==> config.mk <==
export PLATFORM = sky130hd
export DESIGN_NAME = bcd_countdown_timer
export DESIGN_NICKNAME = d
export VERILOG_FILES = /design/src/rtl/kumsaati_pkg.sv /design/src/rtl/bcd_digit_down.sv /design/src/rtl/bcd_countdown_timer.sv
export SDC_FILE = /design/constraint.sdc
export NUM_CORES = 1
export LEC_CHECK = 0
export ABC_CLOCK_PERIOD_IN_PS = 13550
export CORE_ASPECT_RATIO = 1.1
export CORE_UTILIZATION = 30
export DETAILED_ROUTE_END_ITERATION = 10
export PLACE_DENSITY = 0.53
export SLEW_MARGIN = 20
export SYNTH_ARGS = -nofsm -noshare
export SYNTH_HDL_FRONTEND = slang
export SYNTH_HIERARCHICAL = 1
export SYNTH_SLANG_ARGS = --single-unit
export TNS_END_PERCENT = 50
==> constraint.sdc <==
create_clock -name clk -period 13.55 [get_ports clk]
set_input_delay 4.065 -clock clk [delete_from_list [all_inputs] [get_ports clk]]
set_output_delay 4.065 -clock clk [all_outputs]
set_load 0.03 [all_outputs]
==> src/rtl/kumsaati_pkg.sv <==
// Shared types and constants for the MM:SS BCD countdown timer.
package kumsaati_pkg;

    typedef enum logic [1:0] {
        IDLE  = 2'd0,
        RUN   = 2'd1,
        PAUSE = 2'd2,
        DONE  = 2'd3
    } state_t;

    typedef logic [3:0] bcd_t;

    localparam bcd_t BCD_MAX_ONES     = 4'd9;
    localparam bcd_t BCD_MAX_TENS_SEC = 4'd5;

    // Saturate a preset digit to the largest legal value for its position.
    function automatic bcd_t bcd_clamp(input bcd_t val, input bcd_t max);
        return (val > max) ? max : val;
    endfunction

endpackage

==> src/rtl/bcd_digit_down.sv <==
// One BCD down-counting digit; wraps 0 -> MAX and raises borrow_out to the next digit.
module bcd_digit_down
    import kumsaati_pkg::*;
#(
    parameter bcd_t MAX = BCD_MAX_ONES
) (
    input  logic       clk,
    input  logic       rst,
    input  logic       load,
    input  logic [3:0] load_val,
    input  logic       dec_en,
    input  logic       borrow_in,
    output logic [3:0] digit,
    output logic       borrow_out
);

    logic dec;

    assign dec        = dec_en & borrow_in;
    assign borrow_out = dec & (digit == 4'd0);

    always_ff @(posedge clk) begin
        if (rst) begin
            digit <= 4'd0;
        end else if (load) begin
            digit <= bcd_clamp(load_val, MAX);
        end else if (dec) begin
            digit <= (digit == 4'd0) ? MAX : digit - 4'd1;
        end
    end

endmodule

==> src/rtl/bcd_countdown_timer.sv <==
// MM:SS countdown timer with IDLE/RUN/PAUSE/DONE control and one-second prescaler.
// Optional feature: define COUNTDOWN_BLINK_EN to blink the display while in DONE.
module bcd_countdown_timer
    import kumsaati_pkg::*;
#(
    parameter int unsigned TICK_DIV = 100_000_000
) (
    input  logic       clk,
    input  logic       rst,
    input  logic       start,
    input  logic       pause,
    input  logic       load,
    input  logic [7:0] load_min,
    input  logic [7:0] load_sec,
    output logic [3:0] min_tens,
    output logic [3:0] min_ones,
    output logic [3:0] sec_tens,
    output logic [3:0] sec_ones,
    output logic       running,
    output logic       done,
    output logic       blank
);

    localparam int unsigned PRESC_W = (TICK_DIV > 2) ? $clog2(TICK_DIV) : 1;

    state_t               state, state_next;
    logic [PRESC_W-1:0]   presc, presc_next, presc_inc;
    logic                 tick, time_zero, time_one;
    logic                 load_en, dec_en, blank_next;
    logic                 b_so, b_st, b_mo, underflow;

    assign tick      = (presc == PRESC_W'(TICK_DIV - 1));
    assign presc_inc = tick ? '0 : presc + PRESC_W'(1);
    assign time_zero = ({min_tens, min_ones, sec_tens, sec_ones} == 16'h0000);
    assign time_one  = ({min_tens, min_ones, sec_tens, sec_ones} == 16'h0001);

    // Borrow chain, least significant digit first.
    bcd_digit_down #(.MAX(BCD_MAX_ONES)) u_sec_ones (
        .clk(clk), .rst(rst), .load(load_en), .load_val(load_sec[3:0]),
        .dec_en(dec_en), .borrow_in(1'b1), .digit(sec_ones), .borrow_out(b_so));
    bcd_digit_down #(.MAX(BCD_MAX_TENS_SEC)) u_sec_tens (
        .clk(clk), .rst(rst), .load(load_en), .load_val(load_sec[7:4]),
        .dec_en(dec_en), .borrow_in(b_so), .digit(sec_tens), .borrow_out(b_st));
    bcd_digit_down #(.MAX(BCD_MAX_ONES)) u_min_ones (
        .clk(clk), .rst(rst), .load(load_en), .load_val(load_min[3:0]),
        .dec_en(dec_en), .borrow_in(b_st), .digit(min_ones), .borrow_out(b_mo));
    bcd_digit_down #(.MAX(BCD_MAX_ONES)) u_min_tens (
        .clk(clk), .rst(rst), .load(load_en), .load_val(load_min[7:4]),
        .dec_en(dec_en), .borrow_in(b_mo), .digit(min_tens), .borrow_out(underflow));

    // Next-state, prescaler and digit-control decode.
    always_comb begin
        state_next = state;
        presc_next = presc;
        load_en    = 1'b0;
        dec_en     = 1'b0;
        blank_next = 1'b0;
        case (state)
            IDLE: begin
                if (load) begin
                    load_en    = 1'b1;
                    presc_next = '0;
                end else if (start) begin
                    presc_next = '0;
                    state_next = time_zero ? DONE : RUN;
                end
            end
            RUN: begin
                presc_next = presc_inc;
                dec_en     = tick;
                // Reaching 00:00 beats a coincident pause so PAUSE never holds zero time.
                if (tick && time_one) begin
                    state_next = DONE;
                    presc_next = '0;
                end else if (pause) begin
                    state_next = PAUSE;
                end
            end
            PAUSE: begin
                if (load) begin
                    load_en    = 1'b1;
                    presc_next = '0;
                    state_next = IDLE;
                end else if (start) begin
                    state_next = RUN;
                end
            end
            DONE: begin
                if (load) begin
                    load_en    = 1'b1;
                    presc_next = '0;
                    state_next = IDLE;
                end else begin
`ifdef COUNTDOWN_BLINK_EN
                    presc_next = presc_inc;
                    blank_next = blank ^ tick;
`else
                    presc_next = '0;
`endif
                end
            end
            default: state_next = IDLE;
        endcase
    end

    always_ff @(posedge clk) begin
        if (rst) begin
            state   <= IDLE;
            presc   <= '0;
            running <= 1'b0;
            done    <= 1'b0;
            blank   <= 1'b0;
        end else begin
            state   <= state_next;
            presc   <= presc_next;
            running <= (state_next == RUN);
            done    <= (state_next == DONE);
            blank   <= blank_next;
        end
    end

    // The top digit must never borrow: time cannot go below 00:00.
    assert property (@(posedge clk) disable iff (rst) !underflow);

endmodule

## After elaboration in Yosys (flattened, before gate mapping)

Index checks and enable logic that the tools add are counted.
Widths: inputs -> output; s select.

| word-level totals | value |
|---|---|
| bits in writable memories | 0 |
| logic and storage cells | 79 |
| register bits | 47 |
| output and inout bits | 19 |
| input port bits | 21 |
| bits in latches | 0 |
| memories kept | 0 |
| memory bits (read-only) | 0 |

| cells by class | value |
|---|---|
| magnitude comparators | 4 |
| divide/modulo/power cells | 0 |
| add/subtract/negate cells | 5 |
| $mul | 0 |
| eq/ne operators | 9 |
| shifts and indexed selects | 0 |
| bitwise logic cells | 6 |
| reduce and logical (&&, ||, !) cells | 13 |
| mux-type cells | 34 |

Operator list:

| kind | number |
|---|---|
| $mux 27 | 5 |
| $pmux 27 s4 | 1 |
| $mux 4 | 16 |
| $add 27x1->27 const B | 1 |
| $eq 27x27->1 const B | 1 |
| $eq 16x1->1 const B | 1 |
| $logic_not 16->1 | 1 |
| $logic_not 4->1 | 4 |
| $mux 2 | 8 |
| $sub 4x1->4 const B | 4 |
| $gt 4x4->1 const B | 3 |
| $pmux 2 s4 | 1 |
| $reduce_bool 2->1 | 4 |
| $and 1x1->1 | 6 |
| $eq 2x2->1 const B | 3 |
| $eq 2x1->1 const B | 2 |
| $gt 4x3->1 const B | 1 |
| $mux 1 | 3 |
| $ne 3x3->1 const B | 1 |
| $reduce_or 3->1 | 1 |
| $logic_not 2->1 | 1 |
| $ne 2x2->1 const B | 1 |
| $reduce_and 2->1 | 1 |
| $logic_and 1x1->1 | 1 |

## Depth between registers and ports, before layout

Gate-level depths: netlist (run 1).

| depth | value |
|---|---|
| depth in word-level cells | 10 |
| mapped depth | 13 |
| gate-level depth less buffers | 13 |

## Cells and area by module

The synthesis (run 1) kept the hierarchy.

By module, submodules not included:

| module | instances | cells each | sequential area each (um^2) | area each (um^2) |
|---|---|---|---|---|
| bcd_countdown_timer | 1 | 225 | 620.6 | 1774.2 |
| bcd_digit_down at u_min_ones ... | 3 | 27 | 80.1 | 244.0 |
| bcd_digit_down at u_sec_tens | 1 | 27 | 80.1 | 245.2 |

## Worst setup path after synthesis (run 1)

No wires, ideal clock.

| path | value |
|---|---|
| path type | input to register |
| start | in load |
| end | reg u_sec_tens.digit[1] |
| required time | 13.464 ns |
| stages on the path | 4 |
| path slack | 8.058 ns |
| arrival time | 5.407 ns |
| setup time | 0.086 ns |
| path buffers | 0 |
| cell sequence | and2_1 -> or3b_1 -> o32a_1 -> o31ai_2 |

| between the ends | value |
|---|---|
| longest elaborated chain between the ends | 3 |
| elaborated cells between the ends (all ways) | 4 |
| those cells by class | mux (3); reduce/logical (1) |

RTL lines:

| item | RTL line | RTL |
|---|---|---|
| from (decl) | bcd_countdown_timer.sv:12 | `input logic load,` |
| $mux 1 (*) | bcd_countdown_timer.sv:60, bcd_countdown_timer.sv:80, bcd_countdown_timer.sv:89 |  |
| $mux 1 (*) | - |  |
| $mux 4 / $reduce_bool 2->1 (equally long branches) | - |  |
| to (signal assigned) | bcd_digit_down.sv:26 | `digit <= bcd_clamp(load_val, MAX);` |
| to (signal assigned) | bcd_digit_down.sv:28 | `digit <= (digit == 4'd0) ? MAX : digit - 4'd1;` |
| to (decl) | bcd_digit_down.sv:13 | `output logic [3:0] digit,` |

Every way passes the cells marked *; elsewhere a longest branch is shown, timed or not.
A chain may end at the register's enable or synchronous reset.

## Worst setup path in the final report (run 1)

| path | value |
|---|---|
| start | in load |
| end | reg u_sec_tens.digit[1] |

| between the ends | value |
|---|---|
| longest elaborated chain between the ends | 3 |
| elaborated cells between the ends (all ways) | 4 |
| those cells by class | mux (3); reduce/logical (1) |

RTL lines:

| item | RTL line | RTL |
|---|---|---|
| $mux 1 (*) | bcd_countdown_timer.sv:60, bcd_countdown_timer.sv:80, bcd_countdown_timer.sv:89 |  |
| $mux 1 (*) | - |  |
| net load_en | bcd_countdown_timer.sv:29 | `logic load_en, dec_en, blank_next;` |
| $mux 4 / $reduce_bool 2->1 (equally long branches) | - |  |

The timed path passes the listed nets; every way through them passes the cells marked *.

==> results.yml, run 1 <==
outcome:
  status: "finished, final reports clean"
cells_and_area:
  final_area_sq_um: 3350
  antenna_cells: 0
  drive_above_1_share: 0.0840
  fin_cells: 483
  syn_to_final_growth_pct: 22.2
  nNetsFinal: 390
routing:
  drcViolationCount: 0
  ant_nets: 0
  wire_per_inst_um: 14.8
  wl_um: 7130
  drtIter0Drc: 155
  vias: 2611
  dr.pass1.iters: 4
  avgViaCountPerCell: 5.41
timing:
  final-hold-violation-count: 0
  fin_crit_ns: 6.01
  period_share: 0.444
  layout_setup_ws_ns: 7.54
  slew_violations: 0
  tightest_slew_ns: 0.987
  rsz0062_at_grt: "no"
  slew_headroom: 0.342
  fmax_ghz: 0.166
  tns_ns: 0
  timing.final.setup_violations: 0
  worst_clock_skew_ns: 0.0127
setup_path:
  r2r_start: "presc[0]"
  ff2ff_path_depth: 14
  end_kind: "flop"
  arrival_ns: 6.24
  worstSetupPathType: "in -> reg"
  r2r-end: "u_min_tens/digit[1]"
  ff2ff_setup_slack_ns: 9.40
  cp_max_fo: 28
  cp-startpoint: "load"
  required_ns: 13.77
  crit_path_start_kind: "primary input"
  endpoint: "u_sec_tens/digit[1]"
yosys:
  synth_warnings: 6
  synth_area_sq_um: 2750
  synthCells: 332
  syn_area_per_cell_sq_um: 8.27
pwr:
  intPower_mw: 0.221
  fin_total_pwr_mw: 0.308
  p_clk_frac: 0.353
  combPwrFrac: 0.163
  p_sw_mw: 0.0871
  power.density_nw_per_um2: 91.8
  swShare: 0.283
  leakage_nw: 1.11
  vdd_drop_max_uv: 34.9
  seqPwrFrac: 0.484
placement:
  dpl_cell_area_sq_um: 3240
  port_buffers: 38
  place_ws_ns: 7.22
  routabilityCongestion: 0.790
  placed_cells: 475
  dpl.hpwl_um: 5000
global_route:
  grt_first_pass_wirelength_um: 12100
  antenna_found_initial: 0
  use_met1: 0.205
  grt_max_degree: 34
  top_usage_layer: "met2"
  grt_use_met2: 0.262
  use_met3: 0.0335
  grt_pass1_vias: 2436
  grt_util_all_layers: 0.156
  grt_overflow: 0
clock_tree:
  path_clk_slew_ns: 0.10
  numClockSinks: 47
  cts_root_buf: "clkbuf_8"
  h-tree-depth: 2
  hold_buffers: 0
  cts.path.max_buffers: 2
  clk_latency_ns: 0.30
  cts_buffers: 5
  cts_resized: 0
  cts_tree: "built"
  post_cts_buffers: 0
floorplanning:
  die_y_um: 102
  dieArea_sq_um: 9540
  die_w_um: 93.2
  ios: 40
  core_area_sq_um: 8870
  initial_utilization: 0.309
  rows: 36
hold_path:
  min_path_type: "reg -> reg"
job:
  cap_violations: 0
==> per-layer routing <==
layer / wire (um) / share of wire
met3: 328 / 0.046
met1: 3400 / 0.48
met4: 46 / 0.0065
met5: 0 / 0
met2: 3360 / 0.47
==> metrics by stage <==
| step | hold WS (ns) | util |
|---|---|---|
| floorplan | 0.457 | - |
| global placement | 0.474 | 0.365 |
| detailed placement | 0.484 | 0.365 |
| CTS | 0.499 | 0.378 |
| global route | 0.524 | 0.378 |
| finish | 0.492 | 0.378 |
==> worst min-delay path by stage <==
stage,startpoint,to,depth (start not counted)
detailed placement,presc[1],presc[1],2
CTS,presc[1],presc[1],2
finish,presc[1],presc[1],2
global placement,presc[1],presc[1],2
global route,presc[1],presc[1],2
floorplan,presc[1],presc[1],2
==> registers in the layout (all words and copies together) (netlist names) <==
| signal | flops |
|---|---|
| u_sec_ones/digit | 4 |
| presc | 27 |
| running | 1 |
| state | 2 |
| done | 1 |
| u_min_ones/digit | 4 |
| u_min_tens/digit | 4 |
| u_sec_tens/digit | 4 |
==> placed cells by master, fill, tap and decap left out, types with 6 or more instances in the layout <==
cell type / instances
a21oi_1: 14
o31ai_1: 6
nor3_1: 13
clkdlybuf4s50_1: 38
nor2b_1: 6
nor4_1: 15
nor2_1: 33
inv_1: 17
nand2_1: 30
nand4_1: 18
dfxtp_1: 47
xnor2_1: 13
==> cell type report <==
cell class	instances	area, sq um
clock buffers	5	68.8
clock inverters	3	47.5
fillers	920	5520
inverters	18	67.6
multi-input cells	256	1690
flip-flops and latches	47	941
well taps	114	143
repair buffers	40	395
==> worst max-delay path, cell delays in order <==
cell             delay (ns)
clkdlybuf4s50_1        0.54
and2_1                 0.81
or3b_1                 0.46
o32a_1                 0.20
o31ai_2                0.16
==> power by group through the flow <==
stage	registers [mW]	logic (mW)	clock network, mW
6_report	0.149	0.0501	0.109
5_1_grt	0.150	0.0546	0.118
3_5_place_dp	0.152	0.0501	0
4_1_cts	0.149	0.0503	0.112
3_3_place_gp	0.152	0.0496	0
2_1_floorplan	0.157	0.0235	0
No activity file was read; power rests on OpenSTA's default activity.
==> run 2: changes to the inputs <==
--- a/config.mk
+++ b/config.mk
@@ -5,11 +5,11 @@
 export SDC_FILE = /design/constraint.sdc
 export NUM_CORES = 1
 export LEC_CHECK = 0
-export ABC_CLOCK_PERIOD_IN_PS = 13550
+export ABC_CLOCK_PERIOD_IN_PS = 4900
 export CORE_ASPECT_RATIO = 1.1
 export CORE_UTILIZATION = 30
 export DETAILED_ROUTE_END_ITERATION = 10
-export PLACE_DENSITY = 0.53
+export PLACE_DENSITY = 0.55
 export SLEW_MARGIN = 20
 export SYNTH_ARGS = -nofsm -noshare
 export SYNTH_HDL_FRONTEND = slang
==> constraint.sdc (replaced) <==
create_clock -name clk -period 4.9 [get_ports clk]
set_input_delay 1.47 -clock clk [delete_from_list [all_inputs] [get_ports clk]]
set_output_delay 1.47 -clock clk [all_outputs]
set_load 0.03 [all_outputs]
==> results.yml, run 2 (synthesis results as in run 1) <==
outcome:
  status: "finished, final reports clean"
pwr:
  intPower_mw: 0.585
  combPwrFrac: 0.171
  leakage_nw: 1.11
  vdd_drop_max_uv: 81.3
  p_clk_frac: 0.326
  swShare: 0.285
  seqPwrFrac: 0.504
  power.density_nw_per_um2: 244
  p_sw_mw: 0.233
clock_tree:
  path_clk_slew_ns: 0.09
  cts_root_buf: "clkbuf_8"
  hold_buffers: 0
  cts.path.max_buffers: 2
  clk_latency_ns: 0.31
  numClockSinks: 47
  post_cts_buffers: 0
  h-tree-depth: 2
  cts_buffers: 5
  cts_resized: 0
  cts_tree: "built"
global_route:
  grt_overflow: 0
  grt_max_degree: 29
  grt_pass1_vias: 2467
  use_met3: 0.0320
  antenna_found_initial: 0
  grt_first_pass_wirelength_um: 12000
  grt_util_all_layers: 0.158
  grt_use_met2: 0.274
  top_usage_layer: "met2"
  use_met1: 0.194
placement:
  dpl.hpwl_um: 5160
  port_buffers: 38
  routabilityCongestion: 0.791
cells_and_area:
  final_common_cell: "dfxtp_1"
  drive_above_1_share: 0.0838
  largest_reg_flops: 27
  syn_to_final_growth_pct: 21.9
  regMostFlops: "presc"
  fillers: 919
  final_cell_mix: "47 x dfxtp_1, 38 x clkdlybuf4s50_1, 33 x nor2_1, 30 x nand2_1, 18 x nand4_1"
  antenna_cells: 0
  nNetsFinal: 391
timing:
  rsz0062_at_grt: "no"
  whs_ns: 0.496
  final-hold-violation-count: 0
  tns_ns: 0
  fin_crit_ns: 3.98
  fmax_ghz: 0.251
  period_share: 0.812
  slew_violations: 0
  tightest_slew_ns: 0.789
  timing.final.setup_violations: 0
  worst_clock_skew_ns: 0.00842
  slew_headroom: 0.474
floorplanning:
  rows: 36
  die_y_um: 102
  dieArea_sq_um: 9540
  die_w_um: 93.2
  core_area_sq_um: 8870
  ios: 40
  initial_utilization: 0.309
setup_path:
  worstSetupPathType: "reg -> reg"
  crit_path_start_kind: "flop"
  arrival_ns: 4.21
  required_ns: 5.13
  ff2ff_setup_slack_ns: 0.92
  end_kind: "flop"
  cp_max_fo: 12
  max_stage_delay_ns: 0.51
  slowest_stage: "nor4_1"
  path_cells: "ha_1 -> nor4b_1 -> nand4_1 -> nor3_2 -> buf_4 -> and4bb_2 -> and2_1 -> nand2_1 -> nor4_1 -> and4bb_2 -> and2_1 -> nand3b_4 -> or3_1 -> a221oi_2"
routing:
  drcViolationCount: 0
  wire_per_inst_um: 14.7
  vias: 2628
  dr.pass1.iters: 4
  wl_um: 7110
  ant_nets: 0
  avgViaCountPerCell: 5.43
  drtIter0Drc: 128
hold_path:
  min_path_type: "reg -> reg"
job:
  cap_violations: 0
[run 2: routing by layer]
metal,vias up,routed length [um],part of all wire
li1,1306,-,-
met1,1239,3330,0.47
met2,69,3340,0.47
met3,14,290,0.041
met4,0,151,0.021
met5,-,0,0
[run 2: area by class of cell]
class                   count  area, sq um  share of cell area
clock buffers               8          100              0.0299
repair buffers             41          403               0.120
flip-flops and latches     47          941               0.281
inverters                  18         67.6              0.0202
multi-input cells         256         1690               0.506
well taps                 114          143              0.0426
[run 2: worst max-delay path, delay by kind of cell (launching register included)]
| kind | cells | cell delay, ns |
|---|---|---|
| and+or+nand+nor | 11 | 2.73 |
| AOI/OAI and AO/OA | 1 | 0.25 |
| DFF | 1 | 0.40 |
| adders and majority gates | 1 | 0.29 |
| buffers and inverters | 1 | 0.23 |
[run 2: power by group through the flow]
stage | logic (mW) | registers [mW] | clock network, mW
3_5_place_dp | 0.140 | 0.421 | 0
3_3_place_gp | 0.140 | 0.421 | 0
2_1_floorplan | 0.0650 | 0.435 | 0
4_1_cts | 0.141 | 0.412 | 0.274
6_report | 0.140 | 0.412 | 0.266
5_1_grt | 0.152 | 0.415 | 0.284
[run 2: through the flow]
stage	setup WS, ns	cells	total power, mW	util	instance area, sq um
3_5_place_dp	0.958	476	0.561	0.366	3250
6_report	0.920	484	0.818	0.377	3350
3_3_place_gp	1.05	476	0.561	0.366	3250
5_1_grt	0.520	484	0.851	0.377	3350
4_1_cts	0.922	484	0.827	0.377	3350
2_1_floorplan	0.435	334	0.500	-	2750
[run 2: final timing paths]
kind / startpoint / to / depth (start not counted)
setup / recovery: presc[0] / u_min_tens/digit[1] / 14
setup reg to reg: presc[0] / u_min_tens/digit[1] / 14
hold / removal: presc[1] / presc[1] / 2
hold reg to reg: presc[1] / presc[1] / 2
